**src/rtl/layer_collector_if.sv**
```systemverilog
// ---------------------------------------------------------------------------
// layer_collector_if : control, capture, drain and result signals of layer_collector
// Revision 1.0
// ---------------------------------------------------------------------------
`default_nettype none

interface layer_collector_if #(
  parameter int DATA_WIDTH = 16,
  parameter int IDX_WIDTH  = 3
);
  logic                         start;
  logic                         in_valid;
  logic signed [DATA_WIDTH-1:0] in_data;
  logic                         out_valid;
  logic                         out_ready;
  logic signed [DATA_WIDTH-1:0] out_data;
  logic [IDX_WIDTH-1:0]         out_idx;
  logic                         result_valid;
  logic signed [DATA_WIDTH-1:0] max_val;
  logic [IDX_WIDTH-1:0]         argmax_idx;
  logic                         drain_done;
  logic                         busy;
  logic                         err_drop;

  modport master (
    output start, in_valid, in_data, out_ready,
    input  out_valid, out_data, out_idx, result_valid, max_val, argmax_idx,
           drain_done, busy, err_drop
  );

  modport slave (
    input  start, in_valid, in_data, out_ready,
    output out_valid, out_data, out_idx, result_valid, max_val, argmax_idx,
           drain_done, busy, err_drop
  );
endinterface

`default_nettype wire

```
**src/rtl/layer_collector.sv**
```systemverilog
// ---------------------------------------------------------------------------
// layer_collector : buffers one layer of neuron results, tracks argmax, drains in order
// Revision 1.0
// ---------------------------------------------------------------------------
`default_nettype none

module layer_collector #(
  parameter int NUM_NEURONS = 8,
  parameter int DATA_WIDTH  = 16,
  parameter int IDX_WIDTH   = 3
) (
  input  logic               clk,
  input  logic               rstn,
  layer_collector_if.slave   bus
);

  typedef enum logic [1:0] {
    IDLE    = 2'd0,
    COLLECT = 2'd1,
    DRAIN   = 2'd2
  } state_t;

  localparam logic [IDX_WIDTH-1:0] LAST_IDX = IDX_WIDTH'(NUM_NEURONS - 1);

  state_t                       state, state_nxt;
  logic [IDX_WIDTH-1:0]         wr_cnt;
  logic [IDX_WIDTH-1:0]         rd_ptr;
  logic signed [DATA_WIDTH-1:0] mem [NUM_NEURONS];
  logic signed [DATA_WIDTH-1:0] max_val;
  logic [IDX_WIDTH-1:0]         argmax_idx;
  logic                         result_valid;
  logic                         out_valid;
  logic                         drain_done;
  logic                         busy;
  logic                         err_drop;

  logic arm, capture, last_capture, handshake, last_handshake, drop, take_max;

  always_comb begin
    state_nxt      = state;
    arm            = 1'b0;
    capture        = 1'b0;
    last_capture   = 1'b0;
    handshake      = 1'b0;
    last_handshake = 1'b0;
    drop           = 1'b0;
    case (state)
      IDLE: begin
        drop = bus.in_valid;
        if (bus.start) begin
          arm       = 1'b1;
          state_nxt = COLLECT;
        end
      end
      COLLECT: begin
        if (bus.in_valid) begin
          capture = 1'b1;
          if (wr_cnt == LAST_IDX) begin
            last_capture = 1'b1;
            state_nxt    = DRAIN;
          end
        end
      end
      DRAIN: begin
        drop = bus.in_valid;
        if (out_valid && bus.out_ready) begin
          handshake = 1'b1;
          if (rd_ptr == LAST_IDX) begin
            last_handshake = 1'b1;
            state_nxt      = IDLE;
          end
        end
      end
      default: state_nxt = IDLE;
    endcase
  end

  // First sample of a layer always seeds the max; later ones need strictly greater, so ties keep the lower index
  assign take_max = capture && ((wr_cnt == '0) || (bus.in_data > max_val));

  always_ff @(posedge clk) begin
    if (rstn) begin
      state        <= IDLE;
      wr_cnt       <= '0;
      rd_ptr       <= '0;
      max_val      <= '0;
      argmax_idx   <= '0;
      result_valid <= 1'b0;
      out_valid    <= 1'b0;
      drain_done   <= 1'b0;
      busy         <= 1'b0;
      err_drop     <= 1'b0;
      for (int i = 0; i < NUM_NEURONS; i++) begin
        mem[i] <= '0;
      end
    end else begin
      state      <= state_nxt;
      busy       <= (state_nxt != IDLE);
      out_valid  <= (state_nxt == DRAIN);
      drain_done <= last_handshake;

      if (arm) begin
        wr_cnt       <= '0;
        result_valid <= 1'b0;
      end

      // A drop in the same cycle as an accepted start leaves the flag set
      if (drop) begin
        err_drop <= 1'b1;
      end else if (arm) begin
        err_drop <= 1'b0;
      end

      if (capture) begin
        mem[wr_cnt] <= bus.in_data;
        wr_cnt      <= last_capture ? '0 : wr_cnt + 1'b1;
      end
      if (take_max) begin
        max_val    <= bus.in_data;
        argmax_idx <= wr_cnt;
      end
      if (last_capture) begin
        result_valid <= 1'b1;
        rd_ptr       <= '0;
      end

      if (handshake) begin
        rd_ptr <= last_handshake ? '0 : rd_ptr + 1'b1;
      end
    end
  end

  assign bus.out_valid    = out_valid;
  assign bus.out_data     = mem[rd_ptr];
  assign bus.out_idx      = rd_ptr;
  assign bus.result_valid = result_valid;
  assign bus.max_val      = max_val;
  assign bus.argmax_idx   = argmax_idx;
  assign bus.drain_done   = drain_done;
  assign bus.busy         = busy;
  assign bus.err_drop     = err_drop;

endmodule

`default_nettype wire

```
**src/flat_wrapper.sv**
```systemverilog
// flat-port wrapper written by rule: the top's interface ports become plain ports
module layer_collector_flat 
#(
  parameter int NUM_NEURONS = 8,
  parameter int DATA_WIDTH  = 16,
  parameter int IDX_WIDTH   = 3
)
  (clk, rstn, bus_start, bus_in_valid, bus_in_data, bus_out_ready, bus_out_valid, bus_out_data, bus_out_idx, bus_result_valid, bus_max_val, bus_argmax_idx, bus_drain_done, bus_busy, bus_err_drop);
  layer_collector_if #(.DATA_WIDTH(DATA_WIDTH), .IDX_WIDTH(IDX_WIDTH)) bus_i ();
  input  logic clk;
  input  logic rstn;
  input wire logic [$bits(bus_i.start)-1:0] bus_start;
  input wire logic [$bits(bus_i.in_valid)-1:0] bus_in_valid;
  input wire logic [$bits(bus_i.in_data)-1:0] bus_in_data;
  input wire logic [$bits(bus_i.out_ready)-1:0] bus_out_ready;
  output wire logic [$bits(bus_i.out_valid)-1:0] bus_out_valid;
  output wire logic [$bits(bus_i.out_data)-1:0] bus_out_data;
  output wire logic [$bits(bus_i.out_idx)-1:0] bus_out_idx;
  output wire logic [$bits(bus_i.result_valid)-1:0] bus_result_valid;
  output wire logic [$bits(bus_i.max_val)-1:0] bus_max_val;
  output wire logic [$bits(bus_i.argmax_idx)-1:0] bus_argmax_idx;
  output wire logic [$bits(bus_i.drain_done)-1:0] bus_drain_done;
  output wire logic [$bits(bus_i.busy)-1:0] bus_busy;
  output wire logic [$bits(bus_i.err_drop)-1:0] bus_err_drop;
  assign bus_i.start = bus_start;
  assign bus_i.in_valid = bus_in_valid;
  assign bus_i.in_data = bus_in_data;
  assign bus_i.out_ready = bus_out_ready;
  assign bus_out_valid = bus_i.out_valid;
  assign bus_out_data = bus_i.out_data;
  assign bus_out_idx = bus_i.out_idx;
  assign bus_result_valid = bus_i.result_valid;
  assign bus_max_val = bus_i.max_val;
  assign bus_argmax_idx = bus_i.argmax_idx;
  assign bus_drain_done = bus_i.drain_done;
  assign bus_busy = bus_i.busy;
  assign bus_err_drop = bus_i.err_drop;
  layer_collector #(.NUM_NEURONS(NUM_NEURONS), .DATA_WIDTH(DATA_WIDTH), .IDX_WIDTH(IDX_WIDTH)) u_core (.clk(clk), .rstn(rstn), .bus(bus_i));
endmodule
```
**config.mk**
```make
export PLATFORM = sky130hd
export DESIGN_NAME = layer_collector_flat
export DESIGN_NICKNAME = d
export VERILOG_FILES = /design/src/rtl/layer_collector_if.sv /design/src/rtl/layer_collector.sv /design/src/flat_wrapper.sv
export SDC_FILE = /design/constraint.sdc
export NUM_CORES = 1
export LEC_CHECK = 0
export CORE_ASPECT_RATIO = 1.2
export CORE_UTILIZATION = 45
export DETAILED_ROUTE_END_ITERATION = 10
export HOLD_SLACK_MARGIN = 0.12
export PLACE_DENSITY = 0.7
export SLEW_MARGIN = 0
export SYNTH_ARGS = -nofsm -noshare
export SYNTH_HDL_FRONTEND = slang
export SYNTH_SLANG_ARGS = --single-unit
```
**constraint.sdc**
```tcl
create_clock -name clk -period 2.6 [get_ports clk]
set_clock_uncertainty 0.15 [all_clocks]
set_input_delay 0.39 -clock clk [delete_from_list [all_inputs] [get_ports clk]]
set_output_delay 0.39 -clock clk [all_outputs]
set_load 0.02 [all_outputs]
```
==> run summary <==
The final layout contains routed wiring with a total length of 17.8 mm. The synthesized area per cell works out to 13.7 um^2. Most common flop cell mapped by yosys: sky130_fd_sc_hd__edfxtp_1. The fraction of layout instances using a drive strength above 1 is 24.5%, and the final net count is 712.

Dividing the detail-routed wire length by the instance count gives 19.8 um. In the final timing run, aggregate negative setup slack is 0 ps. The post-layout total power was 5.97 mW. The number of buffers inserted for hold repair after clock tree synthesis is 0, and the total congestion overflow is 0. The count of nets left with antenna violations once routing finished came out at 0.

The flow ran to the end, and the final reports show no timing, DRC or antenna violations. The sink count of the clock tree came out at 163. Along the worst hold path, the cell count comes to 2. Of all flip-flops after synthesis, the portion carrying an async set or reset was 0%.

No sink is reached through more buffers than the 2 on the longest clock path. The number of antenna diodes in the final layout is 0. Synthesis produced a netlist whose cell count is 562.

In this run, the number of DRC markers left after iteration 0 of detailed routing was 231. Die outline width: 121 um. The floorplan step defined a die boundary enclosing 17700 um^2. The endpoint required time on the critical path came out at 2060 ps. Setup repair after global routing could not meet its margin everywhere. Dividing the detail-routed via count by the number of cells gives 5.31. The tools report the critical path arrival as 2030 ps. For this design the total switching power over the nets is 1.24 mW.

The post-synth net total was 604. The beginning of the worst hold path is u_core.bus.argmax_idx[2]. The final hold violation count came out at 0.

The kind of start point of the critical path is a flip-flop. The detailed router placed 4777 vias in this run. In this run the vertical extent of the chip is 145 um. Clock tree synthesis inserted a total of 17 buffers. In this run the count of I/O pins placed on the die edge is 64.

The reg-to-reg startpoint is u_core.bus.max_val[7]. The tools report the final-report max-slew violation count as 0. Dividing total power by cell area gives a power density of 617 nW/um^2. CTS placed an instance of sky130_fd_sc_hd__clkbuf_16 at the clock tree root. Number of flip-flops and latches in the synthesized netlist: 163.

The area growth from synthesis to layout is 25.5%. STA classifies the critical path endpoint as an output pin. The number of cells traversed by the worst register-to-register path is 9. The first detailed-routing pass took 5 iterations.

Static timing analysis puts the maximum clock frequency at 390 MHz. Combinational logic is responsible for 8.1% of the overall power. The number of different library cells used by synthesis comes to 42. The clock network accounts for 42.8% of the total power.

Counting tap cells, the placed design contains a total of 863 instances. The first global-routing pass estimated 28.4 mm of wire. Type of the worst min-delay path: reg -> reg. The tools report the least setup slack across all paths after layout as 33.6 ps.

Setup violations remaining at the end of the flow were counted as 0. For the number of H-tree branching levels, the log shows 4. Of the available clock period, the critical path in the final layout requires 98.7%.

The tools report the max-capacitance violation count as 0. For this configuration, the core starts out at a cell density of 45.9%. The largest net degree at the start of global routing was 58.

Of all nets on the critical path, the largest fanout is 5. Global routing consumed, over all layers together, 22.0% of the routing resources. The worst pin sits at a relative slew slack of 71.4%. Yosys mapped a number of flops with a built-in enable equal to 128.

The logs give -458 ps for the worst slack after detailed placement and 7700 um^2 for the summed instance area of the synthesized netlist. The shortest period the worst path allows came out at 2570 ps. Cells fill 57.6% of the core in the end.

Sequential elements use 59.0% of the synthesized area. At the end of routability-driven placement, the weighted congestion stood at 0.797. The logs give 16800 um^2 for the area of the placeable core and 160 ps for the minimum setup slack among reg-to-reg paths. The portion of total power attributed to sequential cells came out at 49.1%. Number of standard-cell rows in the floorplan: 52.

The tools report the initial antenna violation count as 0. The tools report the worst reg2reg path endpoint as u_core.bus.argmax_idx[1]. TritonCTS built the clock tree.

Excluding fillers, the count of instances in the completed layout stands at 899. For the number of remaining DRC errors, the log shows 0. For the maximum vdd ir drop, the log shows 0.000366 V. At the later pin of the worst-skew pair, clock insertion delay measures 420 ps. The critical path is of the reg -> out type. Cell internal power was estimated by the tool at 4.73 mW.

The clock transition at the register clock pins on the worst setup and hold paths after CTS works out to 60 ps. The end of the worst hold path is u_core.bus.argmax_idx[2]. The wire-length estimate of the detail-placed layout is 11.7 mm.

Pin slew with the least headroom to its limit: 429 ps. Input and output buffers added on the ports amount to 63. For this run, the number of Yosys warnings is 0.

The analysis attributes to cell leakage a power of 3.58 nW. Net switching is 20.8% of the power. For the via count of the first global-routing pass, the log shows 5147.
## worst max path at each step
stage                                           to  depth (start not counted)                   from  slack, ps
after floorplan           u_core.bus.argmax_idx[0]                         10  u_core.bus.max_val[1]        160
after global placement    u_core.bus.argmax_idx[0]                          8         bus_in_data[5]       -320
after detailed placement     u_core.bus.max_val[5]                          9         bus_in_data[5]       -460
after CTS                         bus_out_data[11]                          5              flip-flop          6
after global routing               bus_out_data[3]                          5              flip-flop        -30
final                              bus_out_data[9]                          5              flip-flop         30
## registers in the layout, indices dropped and copies added, names as in the netlist, named ones only
| signal | flops |
|---|---|
| u_core.bus.argmax_idx | 3 |
| u_core.bus.busy | 1 |
| u_core.bus.drain_done | 1 |
| u_core.bus.result_valid | 1 |
| u_core.state | 2 |
| u_core.wr_cnt | 3 |
| u_core.bus.out_idx | 3 |
| u_core.bus.err_drop | 1 |
| u_core.mem | 128 |
| u_core.bus.out_valid | 1 |
| u_core.bus.max_val | 16 |
## final cells by class
cell class | count | area [um^2]
Fill cell | 1362 | 7110
Sequential cell | 163 | 4550
Multi-Input combinational cell | 352 | 2960
Timing Repair Buffer | 117 | 1220
Clock buffer | 22 | 444
Tap cell | 216 | 270
Clock inverter | 10 | 158
Inverter | 19 | 71.3
## power by group through the flow
stage,combinational (mW),clock (mW),sequential (mW)
6_report,0.486,2.55,2.93
2_1_floorplan,0.225,0,2.99
3_3_place_gp,0.483,0,2.98
3_5_place_dp,0.493,0,2.98
5_1_grt,0.524,2.69,2.94
4_1_cts,0.484,2.58,2.93
## cells in the final DEF, fill, tap and decap left out, types with 5 or more instances in the layout
master,Yosys,routed
sky130_fd_sc_hd__and2_1,120,120
sky130_fd_sc_hd__mux2_2,16,13
sky130_fd_sc_hd__nand4_1,5,5
sky130_fd_sc_hd__mux4_2,32,32
sky130_fd_sc_hd__nand2_1,13,13
sky130_fd_sc_hd__clkbuf_16,0,17
sky130_fd_sc_hd__clkdlybuf4s50_1,0,46
sky130_fd_sc_hd__a21oi_1,15,15
sky130_fd_sc_hd__dfxtp_1,35,34
sky130_fd_sc_hd__mux2i_1,19,19
sky130_fd_sc_hd__buf_12,1,15
sky130_fd_sc_hd__inv_1,18,18
sky130_fd_sc_hd__nor2_1,20,20
sky130_fd_sc_hd__ha_1,21,21
sky130_fd_sc_hd__or2_2,9,9
sky130_fd_sc_hd__edfxtp_1,128,128
sky130_fd_sc_hd__clkbuf_1,16,5
sky130_fd_sc_hd__nor3_1,9,9
sky130_fd_sc_hd__buf_2,7,9
sky130_fd_sc_hd__buf_6,2,6
sky130_fd_sc_hd__nand2b_1,37,37
sky130_fd_sc_hd__buf_4,1,38
## cell usage after synthesis, types with 2 or more instances
master	count	area (um^2)
sky130_fd_sc_hd__o211ai_1	2	15.0
sky130_fd_sc_hd__nor4_1	2	12.5
sky130_fd_sc_hd__nand2_1	13	48.8
sky130_fd_sc_hd__edfxtp_1	128	3840
sky130_fd_sc_hd__and2_1	120	751
sky130_fd_sc_hd__nor3b_1	4	30.0
sky130_fd_sc_hd__mux2i_1	19	190
sky130_fd_sc_hd__dfxtp_1	35	701
sky130_fd_sc_hd__o21ai_0	2	10.0
sky130_fd_sc_hd__nor2_1	20	75.1
sky130_fd_sc_hd__nand3_1	4	20.0
sky130_fd_sc_hd__buf_2	7	35.0
sky130_fd_sc_hd__ha_1	21	263
sky130_fd_sc_hd__a21oi_1	15	75.1
sky130_fd_sc_hd__or2_2	9	56.3
sky130_fd_sc_hd__mux4_2	32	721
sky130_fd_sc_hd__nand2b_1	37	231
sky130_fd_sc_hd__o21ai_1	2	10.0
sky130_fd_sc_hd__a31oi_1	3	18.8
sky130_fd_sc_hd__nand4_1	5	31.3
sky130_fd_sc_hd__nor3_2	2	20.0
sky130_fd_sc_hd__inv_1	18	67.6
sky130_fd_sc_hd__buf_6	2	22.5
sky130_fd_sc_hd__nor2b_1	3	18.8
sky130_fd_sc_hd__nor3_1	9	45.0
sky130_fd_sc_hd__clkbuf_1	16	60.1
sky130_fd_sc_hd__mux2_2	16	180
sky130_fd_sc_hd__a211oi_2	2	25.0
## routing by layer
| layer | vias to the layer above | GRT usage, % | wire, um |
|---|---|---|---|
| met4 | 0 | 7.16 | 389 |
| met1 | 2384 | 26.6 | 7280 |
| li1 | 2239 | - | - |
| met2 | 126 | 38.8 | 9380 |
| met3 | 28 | 4.35 | 767 |
| met5 | - | 0 | 0 |
## cell families after synthesis
logic type               share of synthesized area (%)
flip-flops                                        59.0
multiplexers                                      14.2
buffers and inverters                             2.86
AO/OA/AOI/OAI                                     2.26
adder cells (fa/ha/maj)                           3.41
AND/OR/NAND/NOR                                   18.3
## what timing repair did
| action | CTS | global route |
|---|---|---|
| gates resized for setup | 72 | 13 |
| buffers inserted | 2 | 0 |
| endpoints found under the setup margin | 34 | 13 |
| gates cloned | 3 | 0 |
## critical path, stage by stage, from the launching register on
cell and delay (ps):
sky130_fd_sc_hd__dfxtp_4 430, sky130_fd_sc_hd__buf_12 140, sky130_fd_sc_hd__buf_16 120, sky130_fd_sc_hd__mux4_2 480
sky130_fd_sc_hd__mux2_2 270, sky130_fd_sc_hd__buf_2 160
## stage by stage
| step | hold WS [ps] | instance area (um^2) |
|---|---|---|
| after floorplan | 310 | 7700 |
| after global placement | 296 | 9000 |
| after detailed placement | 308 | 9000 |
| after CTS | 323 | 9660 |
| after global routing | 353 | 9670 |
| final | 320 | 9670 |
(Power assumes the default switching activity.)
